`src/rtl/vedic_mul16_seq_ctrl.sv`:
```
// Sequential 16x16 unsigned multiplier: one 8x8 Vedic core walks the four
// partial products over four cycles and shift-accumulates them into the product.

module vedic2x2 (
   input  logic [1:0] a,
   input  logic [1:0] b,
   output logic [3:0] p
);
   logic t1, t2, t3, c1;

   always_comb begin
      t1   = a[1] & b[0];
      t2   = a[0] & b[1];
      t3   = a[1] & b[1];
      c1   = t1 & t2;
      p[0] = a[0] & b[0];
      p[1] = t1 ^ t2;
      p[2] = t3 ^ c1;
      p[3] = t3 & c1;
   end
endmodule

module vedic4x4 (
   input  logic [3:0] a,
   input  logic [3:0] b,
   output logic [7:0] p
);
   logic [3:0] q0, q1, q2, q3;
   logic [5:0] upper;

   vedic2x2 u_ll (.a(a[1:0]), .b(b[1:0]), .p(q0));
   vedic2x2 u_hl (.a(a[3:2]), .b(b[1:0]), .p(q1));
   vedic2x2 u_lh (.a(a[1:0]), .b(b[3:2]), .p(q2));
   vedic2x2 u_hh (.a(a[3:2]), .b(b[3:2]), .p(q3));

   // The low two bits come straight from lo*lo; everything else is summed above them.
   always_comb begin
      upper = {4'b0, q0[3:2]} + {2'b0, q1} + {2'b0, q2} + {q3, 2'b0};
      p     = {upper, q0[1:0]};
   end
endmodule

module Vedic8x8_Top (
   input  logic [7:0]  a,
   input  logic [7:0]  b,
   output logic [15:0] p
);
   logic [7:0]  q0, q1, q2, q3;
   logic [11:0] upper;

   vedic4x4 u_ll (.a(a[3:0]), .b(b[3:0]), .p(q0));
   vedic4x4 u_hl (.a(a[7:4]), .b(b[3:0]), .p(q1));
   vedic4x4 u_lh (.a(a[3:0]), .b(b[7:4]), .p(q2));
   vedic4x4 u_hh (.a(a[7:4]), .b(b[7:4]), .p(q3));

   always_comb begin
      upper = {8'b0, q0[7:4]} + {4'b0, q1} + {4'b0, q2} + {q3, 4'b0};
      p     = {upper, q0[3:0]};
   end
endmodule

module vedic_mul16_seq_ctrl #(
   parameter int WIDTH     = 16,
   parameter int CNT_WIDTH = 16
) (
   input  logic                   clk,
   input  logic                   rst,
   input  logic                   in_valid,
   output logic                   in_ready,
   input  logic [WIDTH-1:0]       A_in,
   input  logic [WIDTH-1:0]       B_in,
   output logic                   out_valid,
   input  logic                   out_ready,
   output logic [2*WIDTH-1:0]     Q,
   output logic                   busy,
   output logic [CNT_WIDTH-1:0]   op_count
);
   localparam int HALF = WIDTH / 2;

   typedef enum logic [2:0] {
      IDLE,
      PP0,
      PP1,
      PP2,
      PP3,
      DONE
   } state_t;

   state_t                 state, state_next;
   logic [WIDTH-1:0]       a_reg, b_reg;
   logic [2*WIDTH-1:0]     acc, acc_next, q_reg, pp_ext;
   logic [HALF-1:0]        core_a, core_b;
   logic [WIDTH-1:0]       pp;

   Vedic8x8_Top u_core (
      .a (core_a),
      .b (core_b),
      .p (pp)
   );

   always_comb begin
      pp_ext = {{WIDTH{1'b0}}, pp};
   end

   always_comb begin
      state_next = state;
      acc_next   = acc;
      core_a     = a_reg[HALF-1:0];
      core_b     = b_reg[HALF-1:0];
      in_ready   = 1'b0;
      out_valid  = 1'b0;
      busy       = 1'b1;
      case (state)
         IDLE: begin
            in_ready = 1'b1;
            busy     = 1'b0;
            if (in_valid) state_next = PP0;
         end
         PP0: begin
            acc_next   = acc + pp_ext;
            state_next = PP1;
         end
         PP1: begin
            core_a     = a_reg[WIDTH-1:HALF];
            acc_next   = acc + (pp_ext << HALF);
            state_next = PP2;
         end
         PP2: begin
            core_b     = b_reg[WIDTH-1:HALF];
            acc_next   = acc + (pp_ext << HALF);
            state_next = PP3;
         end
         PP3: begin
            core_a     = a_reg[WIDTH-1:HALF];
            core_b     = b_reg[WIDTH-1:HALF];
            acc_next   = acc + (pp_ext << WIDTH);
            state_next = DONE;
         end
         DONE: begin
            out_valid = 1'b1;
            if (out_ready) state_next = IDLE;
         end
         default: state_next = IDLE;
      endcase
   end

   // Q has its own register so it keeps the last product while acc is reused.
   always_ff @(posedge clk) begin
      if (rst) begin
         state    <= IDLE;
         a_reg    <= '0;
         b_reg    <= '0;
         acc      <= '0;
         q_reg    <= '0;
         op_count <= '0;
      end else begin
         state <= state_next;
         if (state == IDLE && in_valid) begin
            a_reg <= A_in;
            b_reg <= B_in;
            acc   <= '0;
         end else begin
            acc <= acc_next;
         end
         if (state == PP3) q_reg <= acc_next;
         if (state == DONE && out_ready && op_count != '1)
            op_count <= op_count + CNT_WIDTH'(1);
      end
   end

   assign Q = q_reg;
endmodule

```
`config.mk`:
```
export PLATFORM = sky130hd
export DESIGN_NAME = vedic_mul16_seq_ctrl
export DESIGN_NICKNAME = d
export VERILOG_FILES = /design/src/rtl/vedic_mul16_seq_ctrl.sv
export SDC_FILE = /design/constraint.sdc
export NUM_CORES = 1
export LEC_CHECK = 0
export CAP_MARGIN = 20
export CORE_MARGIN = 3
export CORE_UTILIZATION = 45
export CTS_BUF_LIST = sky130_fd_sc_hd__clkbuf_4 sky130_fd_sc_hd__clkbuf_8 sky130_fd_sc_hd__clkbuf_16
export DETAILED_ROUTE_END_ITERATION = 7
export SLEW_MARGIN = 20
export SYNTH_ARGS = -nofsm -noshare
export SYNTH_HDL_FRONTEND = slang
export SYNTH_HIERARCHICAL = 1
export SYNTH_SLANG_ARGS = --single-unit
export TNS_END_PERCENT = 5
```
`constraint.sdc`:
```
create_clock -name clk -period 16.1 [get_ports clk]
set_input_delay 4.83 -clock clk [delete_from_list [all_inputs] [get_ports clk]]
set_output_delay 4.83 -clock clk [all_outputs]
set_load 0.005 [all_outputs]
```
==> results by group <==
Outcome
  • Status: finished clean

Timing
  • Pins over their slew limit: 0
  • Measured slew at the worst slew-check pin: 883 ps
  • Final Cycle Share: 57.8%
  • Clock Skew: 9.92 ps
  • Fmax: 108 MHz
  • Unrepaired setup endpoints after global routing: no
  • Minimum clock period: 9300 ps
  • # setup viols final: 0
  • TNS Setup: 0 ps
  • Fin worst setup slack: 6800 ps
  • Final hold vios: 0
  • Relative slew slack: 41.2%

Placed design
  • I/O Buffers: 86
  • Place WS: about 6900 ps
  • Gpl congestion: 0.956
  • Dpl hpwl: 22.1 mm

Routing
  • DRT iter0 DRCs: 769
  • DRT antenna net count: 0
  • Post-DR vias/cell: 5.68
  • Detailed Route WL: about 29 mm
  • Pre-antenna DRT Iters: 5
  • Drt wl/cell: 18.0 µm
  • Via Count: 9012
  • Residual DRC: 0

Logic synthesis
  • Syn_area_per_cell: 7.95 µm²
  • Adder-Cell Fraction of Synth Area: 20.5%
  • Unique masters post-synth: 64
  • Seq/Total Area, Yosys: 23.7%
  • Area leader, netlist: dfxtp_1
  • Post-synthesis compound-gate area fraction: 20.3%
  • Synthesized flop and latch total: 115
  • Top FF cell, synth: dfxtp_1
  • Ys async rst share: 0%
  • XOR/XNOR Fraction of Synth Area: between 7 and 8%
  • Largest family of logic cells by synthesized area: simple AND/OR/NAND/NOR gates
  • Share of the synthesized area in the top cell type: a little under a quarter
  • Post-synth net total: 1402
  • Multiplexer share of the synthesized area: under 10%
  • Ys Warns: 6
  • Cell with the most instances after synthesis: nand2_1
  • Most common library cells after synthesis: nand2_1, a21oi_1, dfxtp_1
  • Post-synth design cell area: slightly below 10000 µm²
  • Synth Instances: 1224
  • Simple-gate portion of the synthesized area: 21.3%
  • Leading post-synthesis cells by cell area: dfxtp_1, ha_1, nand2_1
  • Post-synth EDFFs: 0

Clock network
  • Postcts setup bufs: 0
  • Reg clk slew, reported paths: 60 ps
  • Clock tree from TritonCTS: yes
  • Clk root buf: clkbuf_16
  • CTS Hold Bufs: 0
  • Post-CTS resize count: 0
  • Num CTS Buffers: 17
  • H-tree depth: 4
  • CTS sink cnt: 115
  • Clock latency on the worst-skew pair: 420 ps
  • Clk buf depth: 2

Global routing
  • GRT Residual Overflow: 0
  • GRT Total Usage: about a quarter
  • Number of global-route vias before repair: 8482
  • Antenna violations before repair: 1
  • First-pass GRT wire length: between 40 and 50 mm
  • Largest net degree at the start of global routing: 86

Floorplan
  • Row cnt: 53
  • Die Y: between 150 and 200 µm
  • Initial core utilization: 46.0%
  • Placeable Area: 21200 µm²
  • Top Ports: between 80 and 90
  • Die area: about 23000 µm²
  • Die width: 153 µm

Worst hold path
  • Worst min path class: register to register
  • Worst Hold End: b_reg[5]
  • Worst Hold Path Cells: 2
  • Hold Startpoint: b_reg[5]

Final layout
  • Synthesis-to-layout area growth: 17.7%
  • Post-layout nets: 1476
  • FILL cells: 2050
  • Fraction of layout cells with a size suffix above 1: 4.88%
  • Storage cell area: 2300 µm²
  • Area of the multi-input gates: 7020 µm²

Setup path
  • Worst R2R Setup Slack: 6800 ps
  • Reg2reg start: state[1]
  • Crit path max fanout: 19
  • CP max-delay cell: a21oi_1
  • R2r endpoint: acc[28]
  • Reg2reg path depth: 33
  • Critical path class: register to register
  • Worst setup EP type: register
  • Most frequent cell on the critical path: ha_1
  • Startpoint Class: register
  • Critical Path AT: around 9700 ps
  • Req. time, crit path: 16450 ps
  • CP max stage delay: around 770 ps

Power
  • Power Density: around 80 nW/µm²
  • Maximum vdd drop: 0.0000677 V
  • Leakage power: a little under 5 nW

Job
  • Max cap viols: 0
## worst max path at each step
| stage | cells past startpoint | slack, ps | startpoint | endpoint |
|---|---|---|---|---|
| 4_1_cts | 33 | 6890 | state[1] | acc[28] |
| 3_3_place_gp | 37 | 7020 | state[1] | acc[29] |
| 5_1_grt | 36 | 6150 | state[1] | acc[28] |
| 6_report | 33 | 6800 | state[1] | acc[28] |
| 3_5_place_dp | 33 | 6930 | state[1] | acc[28] |
| 2_1_floorplan | 31 | 8070 | state[1] | acc[29] |
## cell families after synthesis
logic type      Yosys count
fa+ha+maj               142
buf+inv                 107
simple gates            450
xor+xnor                 85
flops                   115
mux                      21
compound gates          304
## layout by cell type (no fill, tap or decap), types with 11 or more instances in the layout
cell and instances:
a211oi_1 12, a21o_1 17, a21oi_1 128, a221oi_1 11, a31oi_1 15, and2_1 74
clkbuf_16 17, clkdlybuf4s50_1 85, dfxtp_1 115, fa_1 29, ha_1 113, inv_1 64
mux2_1 17, nand2_1 197, nand2b_1 14, nand3_1 24, nor2_1 90, nor3_1 12
o211ai_1 17, o21a_1 13, o21ai_0 15, xnor2_1 57, xor2_1 28
## power by group
part | switching [mW] | internal, mW | total, mW
combinational | 0.142 | 0.0777 | 0.219
clock | 0.149 | 0.233 | 0.382
sequential | 0.0157 | 0.297 | 0.313
total | 0.306 | 0.608 | 0.914
## per-layer routing
metal,global-route usage (%),part of all wire [%]
met2,36.2,44
met3,3.23,6.3
met5,0,0
met1,37.2,49
met4,5.22,1.1
## final cells by class
cell class | instances | share of cell area (%)
clock inverters | 14 | 1.33
repair buffers | 96 | 8.13
clock buffers | 18 | 3.84
flip-flops and latches | 115 | 20.1
diodes | 1 | 0.0219
well taps | 275 | 3.01
inverters | 66 | 2.16
multi-input cells | 1002 | 61.4
## critical path, delay by kind of cell (launching register included)
| family | cells | cell delay [ps] |
|---|---|---|
| xor gates and xnor gates | 2 | 490 |
| AOI/OAI and AO/OA | 13 | 3140 |
| adders and majority gates | 10 | 3280 |
| DFF | 1 | 760 |
| and+or+nand+nor | 4 | 900 |
| muxes | 1 | 480 |
| buffers and inverters | 3 | 170 |
## through the flow
stage	util, %	instance area, µm²	std cells	power (mW)	hold WS (ps)
detailed placement	51.3	10800	1554	0.534	446
global route	54.1	11400	1586	0.954	465
CTS	54.1	11400	1586	0.917	454
floorplan	-	9730	1224	0.459	432
finish	54.1	11400	1587	0.914	450
global placement	51.3	10800	1554	0.535	440
Power figures use the tool's default switching activity.
